$ cat src/rtl/erlist_pkg.sv
// Shared Earthrise list definitions: opcode encodings, list read latency and sequencer states.
// Opcode field width (OPW) lives here so the encodings and the decode helpers stay consistent.
package erlist_pkg;

  localparam int unsigned OPW      = 4;
  localparam int unsigned LIST_LAT = 2;

  localparam logic [OPW-1:0] OP_END  = '0;
  localparam logic [OPW-1:0] OP_JUMP = '1;

  typedef enum logic [1:0] {
    ST_IDLE  = 2'd0,
    ST_FETCH = 2'd1,
    ST_DRAIN = 2'd2
  } state_t;

  function automatic logic op_is_end(input logic [OPW-1:0] op);
    return op == OP_END;
  endfunction

  function automatic logic op_is_jump(input logic [OPW-1:0] op);
    return op == OP_JUMP;
  endfunction

endpackage

$ cat src/rtl/erlist_seq_fifo.sv
// First-word-fall-through prefetch FIFO for the command sequencer.
// Synchronous active-low reset plus a flush that empties it in one cycle.
module erlist_seq_fifo #(
  parameter int unsigned WORD  = 32,
  parameter int unsigned DEPTH = 4
) (
  input  logic                     clk,
  input  logic                     rst_n,
  input  logic                     flush,
  input  logic                     push,
  input  logic [WORD-1:0]          din,
  input  logic                     pop,
  output logic [WORD-1:0]          dout,
  output logic                     valid,
  output logic [$clog2(DEPTH):0]   count
);

  localparam int unsigned PW = $clog2(DEPTH);
  localparam int unsigned CW = PW + 1;

  logic [WORD-1:0] mem [DEPTH];
  logic [PW-1:0]   rd_ptr;
  logic [PW-1:0]   wr_ptr;
  logic            do_push;
  logic            do_pop;
  logic [CW-1:0]   count_nx;

  // A full FIFO still accepts a push when the head leaves in the same cycle.
  always_comb begin
    do_pop   = pop && valid;
    do_push  = push && ((count != CW'(DEPTH)) || do_pop);
    count_nx = count;
    if (do_push && !do_pop) begin
      count_nx = count + CW'(1);
    end else if (do_pop && !do_push) begin
      count_nx = count - CW'(1);
    end
  end

  assign dout = valid ? mem[rd_ptr] : '0;

  always_ff @(posedge clk) begin
    if (rst_n && !flush && do_push) begin
      mem[wr_ptr] <= din;
    end
  end

  always_ff @(posedge clk) begin
    if (!rst_n || flush) begin
      rd_ptr <= '0;
      wr_ptr <= '0;
      count  <= '0;
      valid  <= 1'b0;
    end else begin
      if (do_push) begin
        wr_ptr <= wr_ptr + PW'(1);
      end
      if (do_pop) begin
        rd_ptr <= rd_ptr + PW'(1);
      end
      count <= count_nx;
      valid <= (count_nx != '0);
    end
  end

endmodule

$ cat src/rtl/erlist_seq.sv
// Earthrise command sequencer: prefetches list words over a 2-cycle read port and hands them to the engine.
// Build macro ERLIST_SEQ_JUMP_EN makes the all-ones opcode a JUMP; otherwise it is an ordinary command.
module erlist_seq
  import erlist_pkg::*;
#(
  parameter int unsigned WORD       = 32,
  parameter int unsigned ADDRW      = 9,
  parameter int unsigned FIFO_DEPTH = 4
) (
  input  logic             clk,
  input  logic             rst_n,
  input  logic             start,
  input  logic [ADDRW-1:0] start_addr,
  input  logic             abort,
  output logic             busy,
  output logic             done,
  output logic [ADDRW-1:0] addr_er,
  input  logic [WORD-1:0]  dout_er,
  output logic             cmd_valid,
  input  logic             cmd_ready,
  output logic [WORD-1:0]  cmd_data,
  output logic [15:0]      cmd_count
);

  localparam int unsigned CW = $clog2(FIFO_DEPTH) + 1;
  localparam int unsigned SW = CW + 1;

  state_t              state;
  logic [LIST_LAT-1:0] in_flight;
  logic [CW-1:0]       occ;
  logic [SW-1:0]       pending;
  logic [OPW-1:0]      ret_op;
  logic                ret_valid;
  logic                ret_end;
  logic                ret_jump;
  logic                issue;
  logic                drain_done;
  logic                fifo_push;
  logic                fifo_pop;
  logic                fifo_flush;

  // Return decode and issue throttle: never request more than the FIFO can absorb.
  always_comb begin
    ret_op    = dout_er[WORD-1 -: OPW];
    ret_valid = (state == ST_FETCH) && in_flight[LIST_LAT-1];
    ret_end   = ret_valid && op_is_end(ret_op);
`ifdef ERLIST_SEQ_JUMP_EN
    ret_jump  = ret_valid && op_is_jump(ret_op);
`else
    ret_jump  = 1'b0;
`endif
    pending    = SW'(occ) + SW'($countones(in_flight));
    issue      = (state == ST_FETCH) && !abort && !ret_end && !ret_jump &&
                 (pending < SW'(FIFO_DEPTH));
    fifo_push  = ret_valid && !ret_end && !ret_jump && !abort;
    fifo_pop   = cmd_valid && cmd_ready;
    fifo_flush = abort && (state != ST_IDLE);
    drain_done = (occ == '0) || ((occ == CW'(1)) && fifo_pop);
  end

  erlist_seq_fifo #(
    .WORD  (WORD),
    .DEPTH (FIFO_DEPTH)
  ) u_fifo (
    .clk   (clk),
    .rst_n (rst_n),
    .flush (fifo_flush),
    .push  (fifo_push),
    .din   (dout_er),
    .pop   (fifo_pop),
    .dout  (cmd_data),
    .valid (cmd_valid),
    .count (occ)
  );

  // Sequencer state, address counter, in-flight tracking and handover count.
  always_ff @(posedge clk) begin
    if (!rst_n) begin
      state     <= ST_IDLE;
      busy      <= 1'b0;
      done      <= 1'b0;
      addr_er   <= '0;
      in_flight <= '0;
      cmd_count <= '0;
    end else begin
      done      <= 1'b0;
      in_flight <= {in_flight[LIST_LAT-2:0], issue};
      if (fifo_pop && (cmd_count != 16'hFFFF)) begin
        cmd_count <= cmd_count + 16'd1;
      end
      case (state)
        ST_IDLE: begin
          if (start && !abort) begin
            state     <= ST_FETCH;
            busy      <= 1'b1;
            addr_er   <= start_addr;
            cmd_count <= '0;
          end
        end
        ST_FETCH: begin
          if (abort) begin
            state     <= ST_IDLE;
            busy      <= 1'b0;
            in_flight <= '0;
          end else if (ret_end) begin
            in_flight <= '0;
            if (drain_done) begin
              state <= ST_IDLE;
              busy  <= 1'b0;
              done  <= 1'b1;
            end else begin
              state <= ST_DRAIN;
            end
          end else if (ret_jump) begin
            in_flight <= '0;
            addr_er   <= dout_er[ADDRW-1:0];
          end else if (issue) begin
            addr_er <= addr_er + ADDRW'(1);
          end
        end
        ST_DRAIN: begin
          if (abort) begin
            state <= ST_IDLE;
            busy  <= 1'b0;
          end else if (drain_done) begin
            state <= ST_IDLE;
            busy  <= 1'b0;
            done  <= 1'b1;
          end
        end
        default: begin
          state <= ST_IDLE;
          busy  <= 1'b0;
        end
      endcase
    end
  end

endmodule
$ cat config.mk
export PLATFORM = sky130hd
export DESIGN_NAME = erlist_seq
export DESIGN_NICKNAME = d
export VERILOG_FILES = /design/src/rtl/erlist_pkg.sv /design/src/rtl/erlist_seq_fifo.sv /design/src/rtl/erlist_seq.sv
export SDC_FILE = /design/constraint.sdc
export NUM_CORES = 1
export LEC_CHECK = 0
export ABC_AREA = 1
export CORE_ASPECT_RATIO = 1.5
export CORE_MARGIN = 2
export CORE_UTILIZATION = 50
export DETAILED_ROUTE_END_ITERATION = 6
export PLACE_DENSITY = 0.74
export SETUP_SLACK_MARGIN = 0.05
export SYNTH_ARGS = -nofsm -noshare
export SYNTH_HDL_FRONTEND = slang
export SYNTH_HIERARCHICAL = 1
export SYNTH_SLANG_ARGS = --single-unit
$ cat constraint.sdc
create_clock -name clk -period 3.45 [get_ports clk]
set_input_delay 0.345 -clock clk [delete_from_list [all_inputs] [get_ports clk]]
set_output_delay 0.345 -clock clk [all_outputs]
set_load 0.01 [all_outputs]
# Yosys cells after proc, flatten, opt, wreduce, memory -nomap -nowiden
# Memories as Yosys holds them, arrays and structs flattened. A register that Yosys moved wholly into a read port is not among the register bits.
# Cells that the tools add are included.
dict set report word_totals {
  elab_cells 103
  ramBits 128
  mem_count 1
  inputBits 46
  ff_bits 39
  out_inout_bits 60
}
# memory words word_bits rd rd_clocked_by_memory_dff write_ports line
set mem_list {}
lappend mem_list {u_fifo.mem 4 32 1 1 1 erlist_seq_fifo.sv:21} ;# logic [WORD-1:0] mem [DEPTH];
dict set report classes {
  n_eq_ne 11
  n_mux 36
  n_lt_le_gt_ge 1
  n_addsub 8
  reduce_logical 36
}
# cell n
set op_table {}
lappend op_table {{16-bit 2-to-1 mux} 3}
lappend op_table {{9-bit 2-to-1 mux} 4}
lappend op_table {{32-bit 2-to-1 mux} 1}
lappend op_table {{2-bit 2-to-1 mux} 11}
lappend op_table {{1-bit logical AND} 18}
lappend op_table {{9-bit case mux with 2 select lines} 1}
lappend op_table {{16-bit by 1-bit adder with 16-bit output (second input constant)} 1}
lappend op_table {{16-bit inequality test (second input constant)} 1}
lappend op_table {{1-bit 2-to-1 mux} 11}
lappend op_table {{9-bit by 1-bit adder with 9-bit output (second input constant)} 1}
lappend op_table {{3-bit inequality test (second input constant)} 3}
lappend op_table {{2-bit inequality test (second input constant)} 4}
lappend op_table {{1-bit zero test} 6}
lappend op_table {{3-bit 2-to-1 mux} 2}
lappend op_table {{2-bit case mux with 3 select lines} 1}
lappend op_table {{5-bit AND reduction} 1}
lappend op_table {{2-bit by 1-bit adder with 2-bit output (second input constant)} 2}
lappend op_table {{3-bit by 2-bit adder with 4-bit output} 1}
lappend op_table {{4-bit zero test} 1}
lappend op_table {{4-bit by 3-bit less-than comparator with 1-bit output (second input constant)} 1}
lappend op_table {{2-bit nonzero test} 2}
lappend op_table {{3-bit by 1-bit adder with 3-bit output (second input constant)} 1}
lappend op_table {{3-bit by 1-bit equality test with 1-bit output (second input constant)} 1}
lappend op_table {{3-bit zero test} 1}
lappend op_table {{other kinds (11)} 13}

# Depth between registers and ports, before layout
# Gate-level depths: netlist of the first run.
dict set report depth {
  word_depth 12
  ltp_mapped 12
  mapped_depth_nobuf 12
}

# By module
# The synthesis of the first run kept the hierarchy.
# module cells_per_inst area_per_inst_um2 seq_area_each_um2 instances
set modules_own_cells {}
lappend modules_own_cells {erlist_seq_fifo 458 5524.0 4043.9 1}
lappend modules_own_cells {erlist_seq 336 2059.5 620.6 1}

# Worst setup path before layout of the first run
# OpenSTA, ideal clock, no wires.
dict set report synth_path {
  kind {flip-flop to flip-flop}
  start {register state[0]}
  end {memory u_fifo.mem[0][0], enable pin}
  synth_period_minus_slack_ps 3021
  arrival_ps 2600
  path_stages_with_launch 8
  path_slack_ps 429
  required_time_ps 3029
  path_buffers 0
  cell_sequence {dfxtp_1 -> inv_1 -> ha_1 -> nor2_1 -> nor2_1 -> inv_2 -> or2_4 -> nor2_1}
}
# item line
set synth_rtl {}
lappend synth_rtl {{from (decl)} erlist_seq.sv:28} ;# state_t state;
lappend synth_rtl {{from (signal assigned)} erlist_seq.sv:79} ;# state <= ST_IDLE;
lappend synth_rtl {{from (signal assigned)} erlist_seq.sv:94} ;# state <= ST_FETCH;
lappend synth_rtl {{from (signal assigned)} erlist_seq.sv:102} ;# state <= ST_IDLE;
lappend synth_rtl {{2-bit nonzero test} erlist_seq.sv:57} ;# fifo_flush = abort && (state != ST_IDLE);
lappend synth_rtl {{1-bit logical AND} erlist_seq.sv:57}
lappend synth_rtl {{named net fifo_flush} erlist_seq.sv:40} ;# logic fifo_flush;
lappend synth_rtl {{1-bit zero test} erlist_seq_fifo.sv:43} ;# if (rst_n && !flush && do_push) begin
lappend synth_rtl {{1-bit logical AND (2 in a row)} erlist_seq_fifo.sv:43}
lappend synth_rtl {{1-bit 2-to-1 mux} erlist_seq_fifo.sv:43}
lappend synth_rtl {{1-bit 2-to-1 mux (implied by the code)} erlist_seq_fifo.sv:44} ;# mem[wr_ptr] <= din;
lappend synth_rtl {{to (decl)} erlist_seq_fifo.sv:21}
# The timed path passes the listed nets, and every way through them passes these cells.

==> reports/qor.yml, run 1 <==
critical_path:
  crit_required_ns: 3.11
  cp-start-kind: "flip-flop"
  slowest_stage: "inv_1"
  critical_path.max_fanout: 33
  reg2reg_to: "u_fifo/mem[3][18]"
  rr_worst_depth: 10
  cp-end-kind: "primary output"
  cp_data_arrival_time_ns: 2.84
  path_class: "flip-flop to primary output"
  rrSetupSlack_ns: 0.88
  slowest_delay_ns: 0.58
  crit_chain: "buf_4 > inv_1 > nor2_1 > o21ai_1 > a21oi_1 > clkdlybuf4s50_1"
  reg2reg_from: "state[1]"
final_layout:
  num_antenna_cells: 0
  fin_nets: 958
  multi_input_comb_area_mm2: 0.00251
  layout-drive-gt1-share_pct: 8.44
  areaGrowthSynthToFinish_pct: 24.0
  regArea_mm2: 0.00467
  nFillCells: 1248
power:
  leakage_nw: 3.47
  max-vdd-ir-drop_v: 0.000320
  power_density_mw_per_mm2: 519
drt:
  vias_per_cell: 5.06
  first_pass_iters: 5
  vias: 5620
  drtIter0Drc: 314
  antenna_left: 0
  drc: 0
  routed_wl_mm: 15.5
  wire_per_inst_um: 13.9
grt:
  grt-ovfl-total: 0
  grt_pass1_vias: 5336
  track_usage_pct: 19.5
  grt-busiest-layer: "met2"
  grt_pass1_wl_mm: 25.0
  grtUsageMet2_pct: 35.5
  met3_usage_pct: 4.38
  use_met1_pct: 22.4
  grt_max_degree: 65
  antenna_found_initial: 0
sta:
  maxClockFrequency_mhz: 314
  fin_skew_ns: 0.0131
  relSlewSlack_pct: 26.9
  period_minus_slack_ns: 3.18
  hold_viol_final: 0
  fin_tns_setup_ns: 0
  finalMaxSlewViolations: 0
  fin_crit_sh_pct: 92.2
  setup_viol: 0
  rsz0062_at_grt: "true"
  setup_slack_ns: 0.268
  worst_slew_pin_slew_ns: 1.09
logic_synthesis:
  syn_inst: 794
  ys_ff_latch: 169
  synthTopCellsByCount: "183 x nor2_1, 136 x nand2_1, 128 x edfxtp_1"
  yosys_warnings: 6
  ys_types: 32
  synth_area_mm2: 0.00758
  synth_top_area_share_pct: 50.7
  syn-mean-instance-area_um2: 9.55
  ys_seq_area_share_pct: 61.5
  synth_area_leader_cell: "edfxtp_1"
  synth_ff_type: "edfxtp_1"
  synthesis.nets: 853
  synth-edff-count: 128
  synth.area.top_cells: "edfxtp_1 51%, dfxtp_1 11%, nor2_1 9.1%"
  yosysMostFrequentCell: "nor2_1"
  async_reset_ff_share_pct: 0
clocking:
  cts_buffers: 17
  clock_latency_ns: 0.42
  cts_sinks: 169
  clkSlewWorstSetupHoldPaths_ns: 0.06
  cts-root-buf: "clkbuf_16"
  cts_tree: "done"
  cts_resized: 0
  htree_num_levels: 4
  clockBufferDepth: 2
status:
  status: "finished, final reports clean"
hold_path:
  hold_depth: 2
  hold_path_startpoint: "busy"
  min_path_type: "flip-flop to flip-flop"
  hold_path_end: "busy"
floorplanning:
  dieArea_mm2: 0.0162
  rows: 55
  start_util_pct: 50.8
  ios: 106
  core_mm2: 0.0149
  die_w_um: 105
  fp.dieH_um: 155
placed_design:
  place.gp.congestion: 0.823
  place_hpwl_mm: 10.2
  pre_cts_slack_ns: 0.680
  io_buffers: 105
run:
  cap_violations: 0
power breakdown:
| group | internal, W | switching [W] |
|---|---|---|
| Sequential | 0.00225 | 0.0000656 |
| Clock | 0.00107 | 0.000799 |
| Combinational | 0.000294 | 0.000398 |
logic make-up after synthesis:
family / Yosys count / share of synthesized area (%)
flops: 169 / 61.5
buf+inv: 91 / 5.73
xor+xnor: 4 / 0.462
compound gates: 134 / 9.45
simple gates: 383 / 20.7
fa+ha+maj: 13 / 2.14
stage by stage:
stage | cell area, um2 | power, W | utilization [%] | std cells | hold WS [ns]
2_1_floorplan | 7580 | 0.00279 | - | 794 | 0.444
3_3_place_gp | 8810 | 0.00305 | 59.0 | 1079 | 0.463
3_5_place_dp | 8810 | 0.00305 | 59.0 | 1079 | 0.457
4_1_cts | 9410 | 0.00492 | 63.0 | 1111 | 0.475
5_1_grt | 9410 | 0.00510 | 63.0 | 1111 | 0.503
6_report | 9410 | 0.00488 | 63.0 | 1111 | 0.473
layout by cell type (no fill, tap or decap):
| cell | count |
|---|---|
| a21oi_1 | 44 |
| a21oi_2 | 9 |
| buf_12 | 1 |
| buf_4 | 10 |
| clkbuf_1 | 1 |
| clkbuf_16 | 20 |
| clkdlybuf4s50_1 | 105 |
| clkinv_2 | 1 |
| clkinv_4 | 2 |
| dfxtp_1 | 40 |
| dfxtp_2 | 1 |
| edfxtp_1 | 128 |
| ha_1 | 13 |
| inv_1 | 57 |
| inv_2 | 3 |
| inv_4 | 2 |
| inv_6 | 5 |
| inv_8 | 2 |
| nand2_1 | 136 |
| nand2_2 | 7 |
| nand3_1 | 36 |
| nand3b_1 | 1 |
| nand4_1 | 10 |
| nor2_1 | 179 |
| nor2_2 | 2 |
| nor2_4 | 7 |
| nor3_1 | 1 |
| o2111ai_1 | 1 |
| o211ai_1 | 1 |
| o21ai_0 | 33 |
| o21ai_1 | 44 |
| o21ai_2 | 1 |
| o21bai_1 | 1 |
| or2_2 | 3 |
| or2_4 | 1 |
| xnor2_1 | 2 |
| xor2_1 | 2 |
how the worst max path moves through the flow:
stage / start / to / slack [ns] / cells past startpoint
floorplan: state[0] / u_fifo/mem[0][0] / 0.43 / 7
global placement: abort / u_fifo/mem[3][26] / 0.70 / 8
detailed placement: flip-flop / cmd_data[23] / 0.68 / 6
CTS: flip-flop / cmd_data[23] / 0.23 / 6
global route: flip-flop / cmd_data[30] / 0.006 / 6
finish: flip-flop / cmd_data[23] / 0.27 / 6
state kept, by name (all words and copies together) (netlist names), named ones only:
name	cells
u_fifo/mem	128
cmd_count	16
addr_er	9
u_fifo/count	3
in_flight	2
state	2
u_fifo/rd_ptr	2
u_fifo/wr_ptr	2
busy	1
done	1
u_fifo/valid	1
routing by layer:
metal	vias to the layer above	part of all wire [%]
met4	0	1.3
met3	18	4.6
met5	-	0
li1	2858	-
met1	2598	40
met2	146	54
layout make-up:
type,instances,share of cell area (%)
Clock inverter,11,1.01
Multi-Input combinational cell,534,26.7
Inverter,61,2.46
Sequential cell,169,49.6
Timing Repair Buffer,116,12.2
Clock buffer,21,5.36
Tap cell,199,2.65
worst max-delay path: cells and delay by family, from the launching register on:
kind	cells	cell delay, ns
buffers and inverters	3	1.49
AO/OA/AOI/OAI	2	0.34
flip-flops	1	0.31
AND/OR/NAND/NOR	1	0.28
what timing repair did:
| action | in CTS | in global routing |
|---|---|---|
| hold buffers | 0 | 0 |
| buffers inserted | 0 | 0 |
| setup endpoints to repair | 0 | 2 |
Power figures use the tool's default switching activity.
==> run 2, diff against run 1 <==
CORE_UTILIZATION = 55   (was 50)
PLACE_DENSITY = 0.8   (was 0.74)
==> run 2 against run 1 <==
  * Critical path type unchanged
  * Clock-buffer cell count shrank 2
  * Core utilization grew 6.1 points
  * Routed wire length grew 4.0%
  * Highest routed layer unchanged
  * Largest cell class unchanged
  * Critical endpoint is now cmd_data[2]
  * Sequential share of layout area grew 0.53 points
==> reports/qor.yml, run 2 (synthesized netlist as in run 1, its figures left out) <==
status:
  status: "finished, final reports clean"
run:
  cap_violations: 0  # unchanged
critical_path:
  slowest_delay_ns: 0.61  # +0.03 ns
  crit_required_ns: 3.11  # about the same
  rr_worst_depth: 10  # unchanged
  cp-end-kind: "primary output"
  reg2reg_to: "u_fifo/mem[1][23]"
  cp_data_arrival_time_ns: 2.86  # +0.02 ns
  rrSetupSlack_ns: 0.89  # about the same
  path_depth: 6  # unchanged
  cp-start-kind: "flip-flop"
  critPathTopFamily: "buffers and inverters"
  cp.buffers_inverters: 3  # unchanged
  critical_path.max_fanout: 33  # unchanged
  crit_chain: "buf_4 > inv_1 > nor2_1 > o21ai_0 > a21oi_1 > clkdlybuf4s50_1"
  reg2reg_from: "state[1]"
  slowest_stage: "inv_1"
  path_class: "flip-flop to primary output"
sta:
  hold_viol_final: 0  # unchanged
  period_minus_slack_ns: 3.20  # +0.0206 ns
  setup_viol: 0  # unchanged
  rsz0062_at_grt: "true"
  setup_slack_ns: 0.248  # -0.0205 ns
  fin_skew_ns: 0.0122  # -0.000829 ns
  fin_crit_sh_pct: 92.8  # +0.60 points
  relSlewSlack_pct: 18.4  # -8.5 points
  maxClockFrequency_mhz: 312  # -0.64%
  worst_slew_pin_slew_ns: 1.22  # +0.127 ns
  finalMaxSlewViolations: 0  # unchanged
floorplanning:
  die_w_um: 99.9  # -4.5%
  dieArea_mm2: 0.0148  # -8.8%
  start_util_pct: 56.3  # +5.5 points
  core_mm2: 0.0135  # -9.8%
  rows: 52  # -5.5%
  ios: 106  # unchanged
  fp.dieH_um: 148  # -4.5%
grt:
  antenna_found_initial: 0  # unchanged
  grt-ovfl-total: 0  # unchanged
  grt_pass1_wl_mm: 25.9  # +3.4%
  grt_pass1_vias: 5515  # +3.4%
  grt_max_degree: 65  # unchanged
  track_usage_pct: 22.5  # +3.0 points
final_layout:
  mostFrequentLayoutCells: "179 x nor2_1, 136 x nand2_1, 128 x edfxtp_1, 105 x clkdlybuf4s50_1, 57 x inv_1"
  areaGrowthSynthToFinish_pct: 22.7
  layout-drive-gt1-share_pct: 8.33  # -0.11 points
  multi_input_comb_area_mm2: 0.00251  # unchanged
  layoutNonFillerInstCount: 1074  # -3.3%
  largest_reg_flops: 128  # unchanged
  fin_nets: 958  # unchanged
  num_antenna_cells: 0  # unchanged
  fin_area_mm2: 0.00931  # -1.1%
  reg.largest.list: "u_fifo/mem (128), cmd_count (16), addr_er (9)"
  regArea_mm2: 0.00467  # unchanged
  regMostFlops: "u_fifo/mem"
  nFillCells: 1019  # -18%
  final_common_cell: "nor2_1"
drt:
  dr_wl_met2_mm: 8.51  # +2.0%
  vias: 5722  # +1.8%
  routed_wl_mm: 16.1  # +4.0%
  dr_wl_met3_mm: 1.04  # +47%
  antenna_left: 0  # unchanged
  wl_met1_mm: 6.27  # +0.80%
  top_layer: "met4"
  vias_per_cell: 5.33  # +5.3%
  first_pass_iters: 5  # unchanged
  wire_per_inst_um: 15.0  # +7.5%
  drc: 0  # unchanged
  drtIter0Drc: 301  # -4.1%
hold_path:
  min_path_type: "flip-flop to flip-flop"
  hold_depth: 1  # -1
  hold_path_end: "u_fifo/rd_ptr[0]"
  hold_path_startpoint: "u_fifo/rd_ptr[0]"
clocking:
  cts_tree: "done"
  cts_sinks: 169  # unchanged
  htree_num_levels: 4  # unchanged
  clockBufferDepth: 2  # unchanged
  cts-root-buf: "clkbuf_16"
  cts_buffers: 17  # unchanged
  clkSlewWorstSetupHoldPaths_ns: 0.06  # about the same
  cts_setup_buffers: 0  # unchanged
  cts_resized: 0  # unchanged
  clock_latency_ns: 0.42  # about the same
  hold_buffers: 0  # unchanged
power:
  power_density_mw_per_mm2: 512  # -1.4%
  max-vdd-ir-drop_v: 0.000446  # +39%
  leakage_nw: 3.43  # -1.3%
placed_design:
  dpl.cell_count: 1042  # -3.4%
  pre_cts_slack_ns: 0.713  # +0.0323 ns
  place.gp.congestion: 0.909  # +10%
  io_buffers: 105  # unchanged
  place_area_mm2: 0.00876  # -0.53%
  place_hpwl_mm: 10.1  # -1.1%
## run 2: cell types whose count changed in the layout (fill, tap and decap cells not counted)
cell / change
clkinvlp_4: +4
inv_6: -2
clkinv_2: -1
clkinv_4: +2
inv_4: -1
clkbuf_1: +1
clkbuf_16: -3
## run 2: cell type report
cell class | count | share of cell area [%]
well taps | 162 | 2.18
repair buffers | 116 | 12.3
clock buffers | 19 | 4.65
clock inverters | 13 | 1.22
inverters | 61 | 2.49
flip-flops and latches | 169 | 50.1
multi-input cells | 534 | 27.0
## run 2: where the power goes
part           total, W  leakage, nW  switching, W  internal, W
Clock           0.00174        0.255      0.000803     0.000941
Combinational  0.000701         1.69      0.000406     0.000296
Sequential      0.00232         1.48     0.0000676      0.00225
## run 2: worst max-delay path by stage
stage	start	endpoint
floorplan	state[0]	u_fifo/mem[0][0]
global placement	flip-flop	cmd_data[9]
global route	flip-flop	cmd_data[14]
detailed placement	abort	u_fifo/mem[1][12]
finish	flip-flop	cmd_data[2]
CTS	flip-flop	cmd_data[2]
## run 2: metrics by stage
step / setup TNS (ns) / util (%) / power, W / hold slack, ns
after CTS: 0 / 69.1 / 0.00480 / 0.485
after detailed placement: 0 / 65.1 / 0.00306 / 0.470
after global placement: 0 / 65.1 / 0.00305 / 0.458
after global routing: -0.0265 / 69.1 / 0.00497 / 0.499
final: 0 / 69.1 / 0.00476 / 0.485
after floorplan: 0 / - / 0.00279 / 0.444
## run 2: per-layer routing
layer  vias to the layer above  global-route usage, %
li1                       2855                      -
met1                      2677                   25.9
met2                       168                   39.8
met3                        22                   5.63
met4                         0                   8.90
met5                         -                      0
==> run 3, diff against run 2 <==
ABC_AREA = unset   (was 1)
PLACE_DENSITY = 0.83   (was 0.8)
==> run 3 against run 2 <==
  * Routed wire length fell by 7.6%
  * Synthesized cell count fell by 38%
  * Via count fell by 19%
  * Critical path depth fell by 2
  * Sequential share of layout area rose by 0.63 points
  * Final area fell by 1.2%
  * Clock-buffer cell count fell by 1
  * Combinational power fell by 53%
  * Register-to-register slack improved by 0.08 ns
  * Critical path type unchanged
  * Highest routed layer unchanged
==> reports/qor.yml, run 3 <==
sta:
  finalMaxSlewViolations: 0  # unchanged
  period_minus_slack_ns: 2.89  # -0.317 ns
  maxClockFrequency_mhz: 347  # +11%
  setup_viol: 0  # unchanged
  fin_skew_ns: 0.0121  # -0.000161 ns
  relSlewSlack_pct: 49.5  # +31 points
  fin_crit_sh_pct: 83.6  # -9.2 points
  hold_viol_final: 0  # unchanged
  rsz0062_at_grt: "false"
  worst_slew_pin_slew_ns: 0.757  # -0.466 ns
  fin_tns_setup_ns: 0  # unchanged
logic_synthesis:
  ys_ff_latch: 169  # unchanged
  synthMuxAreaShare_pct: 11.8  # +12 points
  synth_top_family_by_area: "multiplexers"
  syn-mean-instance-area_um2: 15.0  # +57%
  yosys_warnings: 6  # unchanged
  synth_area_mm2: 0.00742  # -2.2%
  synth.area.top_cells: "edfxtp_1 52%, dfxtp_1 11%, mux4_2 8.5%"
  yosys.area_share.adder_pct: 2.19  # +0.048 points
  yosysMostFrequentCell: "edfxtp_1"
  ys_seq_area_share_pct: 62.9  # +1.4 points
  synth-simple-area-share_pct: 11.6  # -9.1 points
  synth_ff_type: "edfxtp_1"
  synth_compound_area_share_pct: 7.96  # -1.5 points
  synth-edff-count: 128  # unchanged
  syn_inst: 496  # -38%
  ys_types: 64  # +100%
  synthTopCellsByCount: "128 x edfxtp_1, 42 x nand2_1, 41 x and2_1, 41 x dfxtp_1, 28 x mux4_2"
  synth_area_leader_cell: "edfxtp_1"
  async_reset_ff_share_pct: 0  # unchanged
  synth_xor_area_share_pct: 0.472  # +0.010 points
  synth_top_area_share_pct: 51.8  # +1.1 points
  synthesis.nets: 555  # -35%
power:
  p_seq_share_pct: 51.6  # +2.9 points
  power_w: 0.00434  # -8.9%
  max-vdd-ir-drop_v: 0.000328  # -27%
  p_switching_w: 0.00102  # -20%
  swShare_pct: 23.4  # -3.4 points
  power_density_mw_per_mm2: 472  # -7.8%
  power.internal_w: 0.00332  # -4.8%
  clkPwrFrac_pct: 40.8  # +4.2 points
  comb_power_share_pct: 7.7  # -7.0 points
  leakage_nw: 3.02  # -12%
clocking:
  cts_tree: "done"
  clock_latency_ns: 0.43  # about the same
  clkSlewWorstSetupHoldPaths_ns: 0.07  # about the same
  cts_sinks: 169  # unchanged
  cts-root-buf: "clkbuf_16"
  cts_buffers: 17  # unchanged
  hold_buffers: 0  # unchanged
  clockBufferDepth: 2  # unchanged
  cts_resized: 0  # unchanged
  htree_num_levels: 4  # unchanged
  cts_setup_buffers: 0  # unchanged
placed_design:
  place_hpwl_mm: 9.82  # -2.4%
  place.gp.congestion: 0.823  # -9.5%
  io_buffers: 105  # unchanged
  place_area_mm2: 0.00863  # -1.4%
  dpl.cell_count: 750  # -28%
final_layout:
  layoutNonFillerInstCount: 782  # -27%
  layout-drive-gt1-share_pct: 16.1  # +7.8 points
  fin_area_mm2: 0.00919  # -1.2%
  fin_nets: 666  # -30%
  final_common_cell: "edfxtp_1"
  regMostFlops: "u_fifo/mem"
  reg.largest.list: "u_fifo/mem (128), cmd_count (16), addr_er (9)"
  largest_reg_flops: 128  # unchanged
  areaGrowthSynthToFinish_pct: 23.9
  mostFrequentLayoutCells: "128 x edfxtp_1, 105 x clkdlybuf4s50_1, 42 x nand2_1, 40 x dfxtp_1, 37 x and2_1"
  num_antenna_cells: 0  # unchanged
drt:
  drtIter0Drc: 288  # -4.3%
  vias_per_cell: 5.91  # +11%
  drc: 0  # unchanged
  antenna_left: 0  # unchanged
  first_pass_iters: 5  # unchanged
  vias: 4625  # -19%
  wire_per_inst_um: 19.0  # +27%
  routed_wl_mm: 14.9  # -7.6%
grt:
  grt_pass1_vias: 4827  # -12%
  grt_pass1_wl_mm: 23.9  # -7.7%
  track_usage_pct: 21.2  # -1.3 points
  grt-ovfl-total: 0  # unchanged
  antenna_found_initial: 0  # unchanged
  grt_max_degree: 33  # -49%
status:
  status: "finished, final reports clean"
floorplanning:
  die_w_um: 98.8  # -1.1%
  rows: 52  # unchanged
  core_mm2: 0.0133  # -0.97%
  fp.dieH_um: 146  # -1.1%
  start_util_pct: 55.6  # -0.70 points
  ios: 106  # unchanged
  dieArea_mm2: 0.0144  # -2.1%
critical_path:
  rr_worst_depth: 10  # unchanged
  cp-end-kind: "primary output"
  critical_path.max_fanout: 32  # -3.0%
  cp-start-kind: "flip-flop"
  cp_data_arrival_time_ns: 2.54  # -0.32 ns
  path_class: "flip-flop to primary output"
  crit_required_ns: 3.11  # about the same
hold_path:
  hold_depth: 2  # +1
  min_path_type: "flip-flop to flip-flop"
run:
  cap_violations: 0  # unchanged
run 3: cell count changes after synthesis, sizes merged, moves of 7 or more:
cell	previous run	this run
nor2	188	12
inv	61	12
o31ai	0	7
nand2	143	43
or3	0	9
o21ai	78	9
mux2i	0	13
a21oi	53	17
nand3	36	10
mux4	0	32
and2	0	42
run 3: critical path, stage by stage (launching register included):
cell	delay, ns
dfxtp_2	0.31
buf_4	0.51
mux4_1	0.66
and2_1	0.17
clkdlybuf4s50_1	0.46
run 3: cell families after synthesis:
group           after synthesis
flops                       169
fa+ha+maj                    13
simple gates                154
xor+xnor                      4
compound gates               74
buf+inv                      37
mux                          45
run 3: cell type report:
cell class,instances,area [um2]
timing repair buffer,117,1190
sequential,169,4670
clock buffer,18,429
tap,162,203
multi-input combinational,290,2530
fill,859,4150
clock inverter,14,129
inverter,12,45.0
run 3: final timing paths:
kind / startpoint / endpoint / slack, ns
worst max-delay path: flip-flop / cmd_data[27] / 0.56
worst max register to register: state[1] / u_fifo/mem[1][29] / 0.97
worst min register to register: in_flight[0] / in_flight[1] / 0.45
worst min-delay path: in_flight[0] / in_flight[1] / 0.45
run 3: power groups by stage:
stage | Clock, W | Combinational [W] | Sequential (W)
6_report | 0.00177 | 0.000332 | 0.00224
5_1_grt | 0.00188 | 0.000361 | 0.00224
4_1_cts | 0.00180 | 0.000331 | 0.00224
3_5_place_dp | 0 | 0.000329 | 0.00228
3_3_place_gp | 0 | 0.000318 | 0.00228
2_1_floorplan | 0 | 0.000177 | 0.00228
run 3: per-layer routing:
metal / vias up / part of all wire, % / GRT usage, %
met3: 19 / 5.0 / 4.74
met5: - / 0 / 0
met1: 2280 / 38 / 24.0
met4: 0 / 1.7 / 7.95
li1: 2163 / - / -
met2: 163 / 55 / 38.6
run 3: per-stage QoR:
stage | hold slack (ns) | utilization [%] | worst slack, ns
4_1_cts | 0.447 | 68.9 | 0.521
5_1_grt | 0.486 | 68.9 | 0.426
3_3_place_gp | 0.423 | 64.7 | 0.992
6_report | 0.446 | 68.9 | 0.565
2_1_floorplan | 0.414 | - | 0.469
3_5_place_dp | 0.437 | 64.7 | 0.898
==> RTL edit (settings of run 2) <==
`WORD` is set to 32 in 2 places; all go to 16.
--- a/src/rtl/erlist_seq_fifo.sv
+++ b/src/rtl/erlist_seq_fifo.sv
@@ -1,7 +1,7 @@
 // First-word-fall-through prefetch FIFO for the command sequencer.
 // Synchronous active-low reset plus a flush that empties it in one cycle.
 module erlist_seq_fifo #(
-  parameter int unsigned WORD  = 32,
+  parameter int unsigned WORD  = 16,
   parameter int unsigned DEPTH = 4
 ) (
   input  logic                     clk,
--- a/src/rtl/erlist_seq.sv
+++ b/src/rtl/erlist_seq.sv
@@ -3,7 +3,7 @@
 module erlist_seq
   import erlist_pkg::*;
 #(
-  parameter int unsigned WORD       = 32,
+  parameter int unsigned WORD       = 16,
   parameter int unsigned ADDRW      = 9,
   parameter int unsigned FIFO_DEPTH = 4
 ) (
Ports: changed (resized cmd_data and dout_er); port bits go from 106 to 74. The function was not compared with the original's and may differ.
==> RTL edit against run 2 <==
Area after synthesis is 32% lower; maximum frequency grew 21%; combinational power decreased by 12%; routed wire length shrank 33%; power shrank 34%; cell area is 33% lower; clock skew is 0.0067 ns lower; worst setup slack improved by 0.55 ns; worst hold slack got worse by 0.00093 ns; utilization fell by 1.1 points; sequential cell count fell by 64; largest power group unchanged; via count shrank 26%.
==> RTL edit: results (changes against run 2) <==
run status=finished, final reports clean (unchanged); achievable frequency=377 MHz (was 312 MHz); global-route met2 utilization=0.396 (was 0.398); layout filler cell count=739 (was 1019); vias in the first global route=3967 (was 5515); worst hold-check slack=0.484 ns (was 0.485 ns); setup-violating endpoint count in the final report=0 (unchanged); capturing element of the worst setup path=cmd_data[15] (was cmd_data[2]); share of post-route cells with drive strength above 1=0.0828 (was 0.0833); Buffers on Ports=73 (was 105); pin count of the biggest net entering global routing=33 (was 65); global-route met3 utilization=0.0444 (was 0.0563); number of distinct library cell variants in the gate-level netlist after synthesis=33 (was 32); met1 capacity usage during global routing=0.243 (was 0.259); slowest cell on the critical path=sky130_fd_sc_hd__dfxtp_1 (was sky130_fd_sc_hd__inv_1); HPWL after detailed placement=7740 um (was 10100 um); first-pass GRT wire length=17800 um (was 25900 um); Total Routed Length=10700 um (was 16100 um); clock-net power=1.11 mW (was 1.74 mW); TritonCTS buffer count=9 (was 17); met2 wirelength from detailed routing=5700 um (was 8510 um); Net Count, Synth=654 (was 853); insertion delay to the later sink of the worst-skew pair=0.34 ns (was 0.42 ns); via count=4213 (was 5722); highest ir drop seen on vdd=359 uV (was 446 uV); number of synthesized flops with an enable pin=64 (was 128); synth cell count leaders=sky130_fd_sc_hd__nand2_1 (136), sky130_fd_sc_hd__nor2_1 (124), sky130_fd_sc_hd__edfxtp_1 (64) (was sky130_fd_sc_hd__nor2_1 (183), sky130_fd_sc_hd__nand2_1 (136), sky130_fd_sc_hd__edfxtp_1 (128)); setup slack after placement=1.09 ns (was 0.713 ns); H-tree depth=3 (was 4); Top Registers=u_fifo/mem (64), cmd_count (16), addr_er (9) (was u_fifo/mem (128), cmd_count (16), addr_er (9)); instance area at placement=0.00592 sq mm (was 0.00876 sq mm); placed cells=784 (was 1042); Worst Max-Slew Pin Slew=0.669 ns (was 1.22 ns); power drawn by the sequential cells=1.44 mW (was 2.32 mW); Metal-1 WL=4350 um (was 6270 um); sequential share of the synthesized area=0.530 (was 0.615); GRT Total Usage=0.216 (was 0.225); number of cells traversed by the worst register-to-register path=11 (was 10); worst flop-to-flop path endpoint=u_fifo/mem[1][5] (was u_fifo/mem[1][23]); Worst Skew=0.00553 ns (was 0.0122 ns); layout net count=726 (was 958); Non-Filler Instances=800 (was 1074); met3 WL=483 um (was 1040 um); Max Fanout on Critical Path=22 (was 33); final weighted congestion of routability-driven global placement=0.813 (was 0.909); FF-to-FF setup slack=1.25 ns (was 0.89 ns); leading cell types by total area after synthesis=sky130_fd_sc_hd__edfxtp_1 (37%), sky130_fd_sc_hd__dfxtp_1 (16%), sky130_fd_sc_hd__nand2_1 (9.9%) (was sky130_fd_sc_hd__edfxtp_1 (51%), sky130_fd_sc_hd__dfxtp_1 (11%), sky130_fd_sc_hd__nor2_1 (9.1%)); power in combinational cells=0.618 mW (was 0.701 mW)
[RTL edit: changes by cell type in the layout (fill, tap and decap cells not counted), sizes merged, moves of 5 or more]
cell / before / now
clkbuf: 19 / 9
clkdlybuf4s50: 105 / 73
o21ai: 78 / 46
buf: 11 / 6
a21oi: 53 / 35
edfxtp: 128 / 64
nor2: 188 / 130
[RTL edit: cell type report]
cell class,count,area (sq um),share of cell area
flip-flops and latches,105,2740,0.438
multi-input cells,426,2020,0.323
repair buffers,79,776,0.124
inverters,62,240,0.0384
clock buffers,9,225,0.0360
well taps,112,140,0.0224
clock inverters,7,109,0.0174
[RTL edit: logic make-up (layout without fill, tap and decap cells)]
family                     after synthesis  after routing  share of synthesized area
DFF                                    105            105                      0.530
adders and majority gates               13             13                     0.0314
and+or+nand+nor                        325            325                      0.263
buffers and inverters                   80            157                     0.0786
AOI/OAI and AO/OA                       84             84                     0.0902
xor gates and xnor gates                 4              4                    0.00677
